## src/rtl/iter_mul_shift_unit_if.sv

```systemverilog
// Request/response bundle for the iterative multiply/shift unit.
// Handshake: the requester raises start with op/data1/data2 stable; the unit
// samples them on a posedge only while busy=0, then keeps busy=1 until the
// cycle after done. done=1 for exactly one cycle marks result/result_hi valid.
interface iter_mul_shift_unit_if #(
  parameter int WIDTH = 8
);
  logic             start;
  logic [1:0]       op;
  logic [WIDTH-1:0] data1;
  logic [WIDTH-1:0] data2;
  logic [WIDTH-1:0] result;
  logic [WIDTH-1:0] result_hi;
  logic             busy;
  logic             done;

  modport master (
    output start, op, data1, data2,
    input  result, result_hi, busy, done
  );

  modport slave (
    input  start, op, data1, data2,
    output result, result_hi, busy, done
  );
endinterface

```

## src/rtl/iter_mul_shift_unit.sv

```systemverilog
// Multi-cycle execution unit: unsigned shift-add multiply and bit-serial
// SLL/SRL/ROR, one step per clock. Results are only published on the edge
// that enters DONE, so intermediate values never reach result/result_hi.
module iter_mul_shift_unit #(
  parameter int WIDTH = 8,
  parameter int CNTW  = 4
) (
  input  logic                     CLK,
  input  logic                     RESET,
  iter_mul_shift_unit_if.slave     bus,
  output logic [1:0]               state_dbg
);

  typedef enum logic [1:0] {
    S_IDLE = 2'd0,
    S_RUN  = 2'd1,
    S_DONE = 2'd2
  } state_t;

  localparam logic [1:0] OP_MUL = 2'b00;
  localparam logic [1:0] OP_SLL = 2'b01;
  localparam logic [1:0] OP_SRL = 2'b10;
  localparam logic [1:0] OP_ROR = 2'b11;

  localparam logic [WIDTH-1:0] W_VAL = WIDTH'(WIDTH);

  state_t               state_q;
  logic [1:0]           op_q;
  logic [WIDTH-1:0]     mcand_q;
  // MUL: {partial high, multiplier/low product}; shifts use the low half.
  logic [2*WIDTH-1:0]   acc_q;
  logic [CNTW-1:0]      cnt_q;
  logic [WIDTH-1:0]     result_q;
  logic [WIDTH-1:0]     result_hi_q;
  logic                 busy_q;
  logic                 done_q;

  logic [WIDTH-1:0]     n_full;
  logic [CNTW-1:0]      n_load;
  logic [WIDTH:0]       mul_sum;
  logic [2*WIDTH-1:0]   mul_next;
  logic [WIDTH-1:0]     shift_next;
  logic [2*WIDTH-1:0]   step_next;

  assign bus.result    = result_q;
  assign bus.result_hi = result_hi_q;
  assign bus.busy      = busy_q;
  assign bus.done      = done_q;
  assign state_dbg     = state_q;

  // Step count for a new request; over-long logical shifts run WIDTH steps,
  // which flushes the value to zero. Rotates wrap modulo WIDTH.
  always_comb begin
    n_full = '0;
    case (bus.op)
      OP_MUL:  n_full = W_VAL;
      OP_SLL,
      OP_SRL:  n_full = (bus.data2 >= W_VAL) ? W_VAL : bus.data2;
      OP_ROR:  n_full = bus.data2 % W_VAL;
      default: n_full = '0;
    endcase
    n_load = CNTW'(n_full);
  end

  // One iteration of the selected operation on the current accumulator.
  always_comb begin
    // Carry out of the add lands in the top bit before the right shift.
    mul_sum  = {1'b0, acc_q[2*WIDTH-1:WIDTH]} +
               {1'b0, (acc_q[0] ? mcand_q : {WIDTH{1'b0}})};
    mul_next = {mul_sum, acc_q[WIDTH-1:1]};
    shift_next = acc_q[WIDTH-1:0];
    case (op_q)
      OP_SLL:  shift_next = {acc_q[WIDTH-2:0], 1'b0};
      OP_SRL:  shift_next = {1'b0, acc_q[WIDTH-1:1]};
      OP_ROR:  shift_next = {acc_q[0], acc_q[WIDTH-1:1]};
      default: shift_next = acc_q[WIDTH-1:0];
    endcase
    step_next = (op_q == OP_MUL) ? mul_next : {{WIDTH{1'b0}}, shift_next};
  end

  // Control FSM with registered outputs; reset overrides everything.
  always_ff @(posedge CLK) begin
    if (RESET) begin
      state_q     <= S_IDLE;
      op_q        <= '0;
      mcand_q     <= '0;
      acc_q       <= '0;
      cnt_q       <= '0;
      result_q    <= '0;
      result_hi_q <= '0;
      busy_q      <= 1'b0;
      done_q      <= 1'b0;
    end else begin
      case (state_q)
        S_IDLE: begin
          done_q <= 1'b0;
          if (bus.start) begin
            op_q    <= bus.op;
            mcand_q <= bus.data1;
            cnt_q   <= n_load;
            busy_q  <= 1'b1;
            if (bus.op == OP_MUL) begin
              acc_q <= {{WIDTH{1'b0}}, bus.data2};
            end else begin
              acc_q <= {{WIDTH{1'b0}}, bus.data1};
            end
            if (n_load == '0) begin
              // Zero-step request completes immediately with the operand.
              state_q     <= S_DONE;
              result_q    <= bus.data1;
              result_hi_q <= '0;
              done_q      <= 1'b1;
            end else begin
              state_q <= S_RUN;
            end
          end
        end
        S_RUN: begin
          acc_q <= step_next;
          cnt_q <= cnt_q - CNTW'(1);
          if (cnt_q == CNTW'(1)) begin
            state_q     <= S_DONE;
            result_q    <= step_next[WIDTH-1:0];
            result_hi_q <= step_next[2*WIDTH-1:WIDTH];
            done_q      <= 1'b1;
          end
        end
        S_DONE: begin
          state_q <= S_IDLE;
          busy_q  <= 1'b0;
          done_q  <= 1'b0;
        end
        default: begin
          state_q <= S_IDLE;
          busy_q  <= 1'b0;
          done_q  <= 1'b0;
        end
      endcase
    end
  end

endmodule
```

## src/flat_wrapper.sv

```systemverilog
// flat-port wrapper written by rule: the top's interface ports become plain ports
module iter_mul_shift_unit_flat 
#(
  parameter int WIDTH = 8,
  parameter int CNTW  = 4
)
  (CLK, RESET, state_dbg, bus_start, bus_op, bus_data1, bus_data2, bus_result, bus_result_hi, bus_busy, bus_done);
  iter_mul_shift_unit_if #(.WIDTH(WIDTH)) bus_i ();
  input  logic CLK;
  input  logic RESET;
  output logic [1:0] state_dbg;
  input wire logic [$bits(bus_i.start)-1:0] bus_start;
  input wire logic [$bits(bus_i.op)-1:0] bus_op;
  input wire logic [$bits(bus_i.data1)-1:0] bus_data1;
  input wire logic [$bits(bus_i.data2)-1:0] bus_data2;
  output wire logic [$bits(bus_i.result)-1:0] bus_result;
  output wire logic [$bits(bus_i.result_hi)-1:0] bus_result_hi;
  output wire logic [$bits(bus_i.busy)-1:0] bus_busy;
  output wire logic [$bits(bus_i.done)-1:0] bus_done;
  assign bus_i.start = bus_start;
  assign bus_i.op = bus_op;
  assign bus_i.data1 = bus_data1;
  assign bus_i.data2 = bus_data2;
  assign bus_result = bus_i.result;
  assign bus_result_hi = bus_i.result_hi;
  assign bus_busy = bus_i.busy;
  assign bus_done = bus_i.done;
  iter_mul_shift_unit #(.WIDTH(WIDTH), .CNTW(CNTW)) u_core (.CLK(CLK), .RESET(RESET), .bus(bus_i), .state_dbg(state_dbg));
endmodule
```

## config.mk

```make
export PLATFORM = sky130hd
export DESIGN_NAME = iter_mul_shift_unit_flat
export DESIGN_NICKNAME = d
export VERILOG_FILES = /design/src/rtl/iter_mul_shift_unit_if.sv /design/src/rtl/iter_mul_shift_unit.sv /design/src/flat_wrapper.sv
export SDC_FILE = /design/constraint.sdc
export NUM_CORES = 1
export LEC_CHECK = 0
export ABC_AREA = 0
export CORE_AREA = 8 8 100 66
export CTS_CLUSTER_DIAMETER = 30
export DETAILED_ROUTE_END_ITERATION = 8
export DIE_AREA = 0 0 108 74
export GPL_TIMING_DRIVEN = 0
export PLACE_DENSITY_LB_ADDON = 0.05
export SLEW_MARGIN = 20
export SYNTH_ARGS = -nofsm -noshare
export SYNTH_HDL_FRONTEND = slang
export SYNTH_SLANG_ARGS = --single-unit
```

## constraint.sdc

```tcl
create_clock -name CLK -period 2.95 [get_ports CLK]
set_input_delay 0.885 -clock CLK [delete_from_list [all_inputs] [get_ports CLK]]
set_output_delay 0.885 -clock CLK [all_outputs]
set_load 0.01 [all_outputs]
```

# Yosys cells after proc, flatten, opt, wreduce, memory -nomap -nowiden
# Index checks and enable logic that the tools add are counted.
[totals] ff_bits=50 input_bits=21 word_cells=63 output_inout_bits=20
[classes] bitwise=1 order_cmp=1 mux=28 n_addsub=2 n_eq_ne=11 n_reduce_logical=11
[ops] operator="two-way mux 8 bit" n=8
[ops] operator="two-way mux 16 bit" n=2
[ops] operator="one-hot mux 16 bit (2 select lines)" n=1
[ops] operator="one-hot mux 8 bit (2 select lines)" n=2
[ops] operator="one-hot mux 8 bit (3 select lines)" n=1
[ops] operator="one-hot mux 4 bit (3 select lines)" n=1
[ops] operator="adder 8 x 8 -> 9 bit" n=1
[ops] operator="equality test 2 bit, second input constant" n=4
[ops] operator="greater-or-equal comparator 8 x 4 -> 1 bit, second input constant" n=1
[ops] operator="two-way mux 4 bit" n=2
[ops] operator="one-hot mux 4 bit (2 select lines)" n=1
[ops] operator="AND reduction 2 bit" n=4
[ops] operator="equality test 2 x 1 -> 1 bit, second input constant" n=3
[ops] operator="zero test 2 bit" n=3
[ops] operator="two-way mux 2 bit" n=3
[ops] operator="equality test 4 x 1 -> 1 bit, second input constant" n=1
[ops] operator="zero test 4 bit" n=1
[ops] operator="two-way mux 1 bit" n=4
[ops] operator="inequality test 2 x 1 -> 1 bit, second input constant" n=2
[ops] operator="one-hot mux 1 bit (2 select lines)" n=2
[ops] operator="one-hot mux 2 bit (2 select lines)" n=1
[ops] operator="AND reduction 4 bit" n=1
[ops] operator="subtractor 4 x 1 -> 4 bit, second input constant" n=1
[ops] operator="inequality test 2 bit, second input constant" n=1
[ops] operator="other kinds (3)" n=3

# Depth between registers and ports, before layout
# Gate-level depths: netlist (run 1).
[logic_depth] depth_word=7 depth_mapped=9

# Worst setup path after synthesis (run 1)
# OpenSTA, ideal clock, no wires.
[synth_path] path_kind="input-to-reg" startpoint="in bus_op[0]" endpoint="reg u_core.result_q[3], in the netlist u_core.bus.result[3]" required_time_ps=2822 arrival_time_ps=2312 setup_ps=128 path_buffers=1 stages=8 slack_ps=511 cell_sequence="inv_1 > ha_1 > nor4b_2 > a211oi_2 > nor3_4 > buf_6 > mux2i_1 > nor2_1"
[synth_via] elab_chain_len=6 word_cells_on_any_way=9 cone_classes="4 x eq/ne; 1 x mux; 4 x reduce/logical"
[synth_lines] item="start, declared" line="flat_wrapper.sv:13" rtl="input wire logic [$bits(bus_i.op)-1:0] bus_op;"
[synth_lines] item="equality test 2 x 1 -> 1 bit / equality test 2 bit (equally long branches)" line="iter_mul_shift_unit.sv:55" rtl="case (bus.op)"
[synth_lines] item="OR reduction 2 bit" line="iter_mul_shift_unit.sv:55"
[synth_lines] item="one-hot mux 4 bit (3 select lines) *" line="iter_mul_shift_unit.sv:55"
[synth_lines] item="zero test 4 bit *" line="iter_mul_shift_unit.sv:107" rtl="if (n_load == '0) begin"
[synth_lines] item="inequality test 2 x 1 -> 1 bit (no line) *"
[synth_lines] item="AND reduction 4 bit (no line) *"
[synth_lines] item="end signal, assigned" line="iter_mul_shift_unit.sv:110" rtl="result_q <= bus.data1;"
[synth_lines] item="end signal, assigned" line="iter_mul_shift_unit.sv:123" rtl="result_q <= step_next[WIDTH-1:0];"
[synth_lines] item="end, declared" line="iter_mul_shift_unit.sv:33" rtl="logic [WIDTH-1:0] result_q;"
# Every way passes the cells marked *; elsewhere a longest branch is shown, timed or not.
# A chain may end at the register's enable or synchronous reset.

# Worst setup path in the final report (run 1)
[layout_path] startpoint="in bus_op[1]" endpoint="reg u_core.result_q[6], in the netlist u_core.bus.result[6]"
# The elaborated chain is that of the path after synthesis.

==> flow_summary_export.csv, run 1 <==
group,metric,value,unit
outcome,status,"finished clean",
global_route,grtUsageTotal,18.32,%
sta,fin_skew,0.007677,ns
die,die-area,7992,µm²
route,final_antenna_net_count,0,
synth,synth_xor_area_share,2.304,%
sta,fin_crit_sh,93.63,%
clock_network,path_clk_slew,0.10,ns
sta,setup_viol,0,
synth,syn-num-nets,334,
route,num_vias,2372,
clock_network,numCtsBuffers,5,
min_path,hold_path.class,"reg2reg",
synth,synthAdderAreaFrac,6.394,%
synth,synth.avg_cell_area,8.871,µm²
worst_setup_path,worst_ep_required_time,3.15,ns
route,drc,0,
synth,ys_seq_elements,50,
synth,syn_area,2661,µm²
sta,hold_slack,0.4681,ns
pwr,p_per_area,484.6,nW/µm²
clock_network,insertion_delay,0.31,ns
sta,hold_viol,0,
route,vias_per_cell,5.661,
sta,relSlewSlack,45.67,%
die,initial_core_util,50.90,%
global_route,overflow,0,
route,firstDrtPassIters,4,
synth,synth_top_family_by_area,"simple AND/OR/NAND/NOR gates",
sta,period_needed,2.762,ns
worst_setup_path,r2r_start,"u_core.acc_q[0]",
worst_setup_path,crit_type,"in2reg",
synth,yosysWarnings,0,
worst_setup_path,r2r_end,"u_core.acc_q[14]",
clock_network,htree_num_levels,2,
die,die_h,74,µm
min_path,hold_start,"u_core.bus.result_hi[6]",
worst_setup_path,rrSetupSlack,0.60,ns
route,routed_wl,7.075,mm
synth,yosys.area_share.simple,21.72,%
pwr,finalPower,1.592,mW
sta,fmax,362.0,MHz
clock_network,ctsHoldBuffers,0,
worst_setup_path,ff2ff_path_depth,8,
cells_and_area,nets,383,
clock_network,cts_buffer_depth,2,
cells_and_area,area_growth,23.46,%
synth,synth-main-ff-cell,"dfxtp_1",
min_path,whs_path_depth,1,
synth,postSynthCellCount,300,
cells_and_area,n_fill_cell,480,
die,die_x,108,µm
global_route,antenna_found_initial,0,
synth,synth_compound_area_share,18.48,%
cells_and_area,seqCellArea,1001,µm²
worst_setup_path,end_kind,"register",
placed_design,finalWeightedCongestion,0.8851,
min_path,worstHoldEndpoint,"u_core.bus.result_hi[6]",
die,io_pins,41,
die,coreArea,5229,µm²
pwr,ir_drop,0.2229,mV
die,num_rows,21,
worst_setup_path,arrival,2.96,ns
synth,async_flop_share,0,%
sta,rsz0062_at_grt,"no",
route,wl_per_cell,16.89,µm
flow_run,drv_cap,0,
placed_design,dp_hpwl,5.371,mm
global_route,grt_max_degree,17,
sta,final_max_slew_viol_count,0,
pwr,leakage,1.308,nW
sta,worst_pin_slew,0.8133,ns
worst_setup_path,critPathLaunchType,"input port",
route,drtIter0Drc,153,
cells_and_area,diodes,0,
clock_network,cts-root-buf,"clkbuf_8",
synth,synth_edf_count,0,
synth,synthMuxAreaShare,9.826,%
placed_design,port_buffers,40,
global_route,grt_pass1_vias,2198,
cells_and_area,multiInputGateArea,1572,µm²
cells_and_area,final_layout_size_suffix_gt1_share,8.000,%
clock_network,tritoncts,"done",
clock_network,cts_num_sinks,50,
synth,synth_seq_area_share,37.61,%
synth,synth_cell_types,49,
worst_setup_path,cp_max_fo,10,
global_route,grt_pass1_wl,11.46,mm
## cell usage after synthesis, drive strengths merged (3+ instances only)
master,count,area [µm²]
dfxtp,50,1001
nor2,56,210.2
mux2i,25,250.2
xnor2,3,26.28
ha,12,150.1
nor2b,3,18.77
xor2,4,35.03
a21oi,21,112.6
o2bb2ai,3,26.28
a211oi,15,117.6
buf,9,52.54
nor3b,3,38.79
and2,8,50.05
a32o,3,30.03
inv,5,18.77
nand2,11,41.29
a21o,5,37.54
and3b,6,52.55
nor3,7,51.30
o21ai,8,40.04
nand2b,5,31.28
nand3,7,35.03
clkbuf,7,26.28
## area by class of cell
type / instances / share of cell area, %
clock inverters: 3 / 1.371
repair buffers: 42 / 12.64
well taps: 69 / 2.628
inverters: 5 / 0.5712
multi-input cells: 229 / 47.83
plain buffers: 16 / 2.399
flip-flops and latches: 50 / 30.46
clock buffers: 5 / 2.094
## stage by stage
| stage | instances | worst slack, ns | instance area (µm²) | setup TNS (ns) | util (%) |
|---|---|---|---|---|---|
| after floorplan | 300 | 0.5108 | 2661 | 0 | - |
| after global placement | 409 | -0.3705 | 3148 | -4.400 | 60.21 |
| after detailed placement | 409 | -0.3846 | 3148 | -4.504 | 60.21 |
| after CTS | 419 | 0.1251 | 3277 | 0 | 62.67 |
| after global routing | 419 | 0.08053 | 3286 | 0 | 62.84 |
| final | 419 | 0.1879 | 3286 | 0 | 62.84 |
## critical path, cell delays in order
cell and delay [ns]:
clkdlybuf4s50_1 0.52, inv_1 0.06, ha_1 0.29, nor4b_4 0.26, a211oi_2 0.16, nor3_4 0.29, buf_6 0.23, mux2i_1 0.20
nor2_1 0.05
## timing repair
item	in CTS	in global routing
endpoints found under the setup margin	5	2
setup buffers	2	0
gates cloned	0	0
pin swaps	1	0
gates resized for setup	0	1
## sequential cells by signal, summed over array words and instances (netlist names)
name                  cells
u_core.bus.result_hi      8
u_core.acc_q             16
u_core.bus.result         8
u_core.bus.busy           1
u_core.cnt_q              4
u_core.state_dbg          2
u_core.op_q               2
u_core.mcand_q            8
u_core.bus.done           1
## kinds of logic (layout without fill, tap and decap cells)
family          after synthesis  after routing
xor+xnor                      7              7
compound gates               71             71
buf+inv                      21             71
simple gates                112            112
mux                          26             26
flops                        50             50
fa+ha+maj                    13             13
## placed cells by master, fill, tap and decap left out, types with 2 or more instances in the layout
master,netlist,routed
ha_1,12,12
and2_1,8,8
dfxtp_1,50,50
buf_2,3,3
buf_4,2,4
a31oi_1,2,2
o32ai_1,2,2
buf_1,3,3
nand2b_1,5,5
nor2_1,56,56
a21oi_1,19,19
o21bai_1,2,2
nor3_1,5,5
nand2_1,11,11
a211oi_1,14,14
o2bb2ai_1,3,3
mux2i_1,25,25
nand3_1,7,7
o21ai_0,8,8
a22o_1,2,2
nor4_1,2,2
clkbuf_1,7,7
o21a_1,2,2
clkinvlp_4,0,2
xnor2_1,3,3
clkdlybuf4s50_1,0,40
clkbuf_8,0,5
nor2b_1,3,3
a21o_1,5,5
inv_1,5,5
and3b_1,6,6
xor2_1,4,4
a32o_1,3,3
a21oi_2,2,2
o22ai_1,2,2
## power breakdown
| part | internal, mW | leakage [nW] | switching (mW) | total (mW) |
|---|---|---|---|---|
| Combinational | 0.149 | 0.850 | 0.200 | 0.348 |
| Clock | 0.253 | 0.0504 | 0.250 | 0.503 |
| Sequential | 0.715 | 0.408 | 0.0263 | 0.741 |
| Total | 1.12 | 1.31 | 0.476 | 1.59 |
## worst max-delay path by stage
stage / startpoint / to / slack [ns]
floorplan: bus_op[0] / u_core.bus.result[3] / 0.51
global route: bus_op[1] / u_core.bus.result[3] / 0.08
CTS: bus_op[1] / u_core.bus.result[6] / 0.13
finish: bus_op[1] / u_core.bus.result[6] / 0.19
detailed placement: bus_op[1] / u_core.bus.result[6] / -0.38
global placement: bus_op[0] / u_core.bus.result[4] / -0.37
## metal layers
layer	part of all wire [%]	vias up	global-route usage [%]
met5	0	-	0
met4	0.65	0	3.211
met3	7.4	7	5.450
met2	40	77	25.94
met1	52	1112	26.68
li1	-	1176	-
No activity file was read; power rests on OpenSTA's default activity.
==> run 2, diff against run 1 <==
- CELL_PAD_IN_SITES_DETAIL_PLACEMENT: unset -> 2
- CELL_PAD_IN_SITES_GLOBAL_PLACEMENT: unset -> 2
- CORE_AREA: 8 8 100 66 -> 8 8 99 101
- DIE_AREA: 0 0 108 74 -> 0 0 107 109
- PLACE_DENSITY: unset -> 0.83
- PLACE_DENSITY_LB_ADDON: 0.05 -> unset
==> flow_summary_export.csv, run 2 (synthesis results as in run 1) <==
group,metric,value,unit
sta,hold_slack,0.4729,ns
global_route,busiest_layer,"met2",
die,num_rows,34,
clock_network,path_clk_slew,0.10,ns
sta,fin_skew,0.01290,ns
sta,worst_pin_slew,0.8433,ns
placed_design,port_buffers,40,
clock_network,cts_num_sinks,50,
sta,fmax,359.4,MHz
die,die_h,109,µm
route,vias_per_cell,5.336,
global_route,grt_pass1_vias,2679,
clock_network,ctsHoldBuffers,0,
sta,relSlewSlack,43.66,%
route,num_vias,2444,
cells_and_area,largest_reg_flops,16,
die,coreArea,8381,µm²
clock_network,numCtsBuffers,5,
pwr,finalPower,1.715,mW
worst_setup_path,path_cells,"clkdlybuf4s50_1 > inv_1 > ha_1 > nor4b_4 > a211oi_2 > nor3_4 > buf_6 > mux2i_1 > nor2_1",
route,wl_per_cell,19.87,µm
sta,rsz0062_at_grt,"no",
worst_setup_path,crit_family,"buffers and inverters",
cells_and_area,fin_area,3363,µm²
route,drtIter0Drc,34,
placed_design,finalWeightedCongestion,0.7861,
clock_network,tritoncts,"done",
worst_setup_path,cp_max_fo,10,
worst_setup_path,critPathBufInv,3,
worst_setup_path,worst_ep_required_time,3.13,ns
sta,setup_viol,0,
cells_and_area,area_growth,26.38,%
global_route,grt_pass1_wl,14.32,mm
cells_and_area,diodes,0,
worst_setup_path,critPathLaunchType,"input port",
die,die-area,11660,µm²
flow_run,drv_cap,0,
min_path,hold_path.class,"reg2reg",
global_route,grt_max_degree,16,
cells_and_area,final_cell_mix,"nor2_1 (56), dfxtp_1 (50), clkdlybuf4s50_1 (40), mux2i_1 (25), a21oi_1 (19)",
global_route,met1_usage,19.18,%
die,initial_core_util,31.76,%
clock_network,cts-root-buf,"clkbuf_8",
global_route,grt_util_met3,3.073,%
pwr,leakage,1.329,nW
placed_design,dp_hpwl,6.884,mm
cells_and_area,top_register,"u_core.acc_q",
clock_network,cts_buffer_depth,2,
placed_design,place_area,3197,µm²
global_route,grt_use_met2,27.71,%
cells_and_area,final_layout_size_suffix_gt1_share,8.000,%
worst_setup_path,crit_type,"in2reg",
die,io_pins,41,
route,routed_wl,9.102,mm
route,drc,0,
outcome,status,"finished clean",
clock_network,insertion_delay,0.31,ns
pwr,ir_drop,0.2257,mV
sta,final.setup.worst_slack,0.1679,ns
sta,fin_crit_sh,94.31,%
global_route,antenna_found_initial,0,
global_route,overflow,0,
global_route,grtUsageTotal,15.63,%
cells_and_area,nets,383,
sta,period_needed,2.782,ns
clock_network,htree_num_levels,2,
worst_setup_path,end_kind,"register",
sta,hold_viol,0,
route,firstDrtPassIters,4,
worst_setup_path,arrival,2.97,ns
placed_design,dp_slack,-0.4183,ns
route,final_antenna_net_count,0,
sta,final_max_slew_viol_count,0,
sta,finalSetupTns,0,ns
worst_setup_path,cp_slowest_cell,"clkdlybuf4s50_1",
die,die_x,107,µm
pwr,p_per_area,509.9,nW/µm²
cells_and_area,final_common_cell,"nor2_1",
worst_setup_path,slowest_delay,0.52,ns
[run 2: cell count changes in the layout (fill, tap and decap cells not counted)]
cell and delta:
bufinv_16 +1, clkbuf_8 +1, clkinvlp_4 -2
[run 2: worst reg2reg max path, cell delays in order, from the launching register on]
cell      delay (ns)
dfxtp_1         0.34
clkbuf_1        0.34
and2_1          0.24
ha_1            0.26
a211oi_1        0.20
nor2_1          0.09
o41ai_1         0.46
xor2_1          0.27
o21ai_0         0.10
[run 2: worst paths after layout]
path	endpoint	slack (ns)	depth (start not counted)	from
worst max-delay path	u_core.bus.result[6]	0.17	9	bus_op[0]
worst min-delay path	u_core.acc_q[15]	0.47	1	u_core.acc_q[15]
worst max register to register	u_core.acc_q[14]	0.55	8	u_core.acc_q[0]
worst min register to register	u_core.acc_q[15]	0.47	1	u_core.acc_q[15]
[run 2: repair_timing]
item / 4_1_cts / 5_1_grt
setup buffers: 2 / 0
pin swaps: 1 / 0
endpoints found under the setup margin: 5 / 9
endpoints found under the hold margin: 0 / 0
resized for setup: 0 / 1
[run 2: power by group]
group          internal (mW)  switching, mW
clock network          0.362          0.247
registers              0.715         0.0291
logic                  0.149          0.213
[run 2: metal layers]
metal	up-vias	routed length, µm
met5	-	0
met1	1222	4036
met2	44	4575
met4	0	108
li1	1169	-
met3	9	381
[run 2: stage by stage]
stage	std cells	util, %
floorplan	300	-
global placement	448	38.15
detailed placement	448	38.15
CTS	458	40.03
global route	458	40.13
finish	458	40.13
[run 2: final cells by class]
cell class                 count  area (µm²)
fill                         931        5017
buffer                        16       78.83
sequential                    50        1001
timing repair buffer          42       415.4
clock inverter                 2       60.06
inverter                       5       18.77
multi-input combinational    229        1572
tap                          108       135.1
clock buffer                   6       82.58
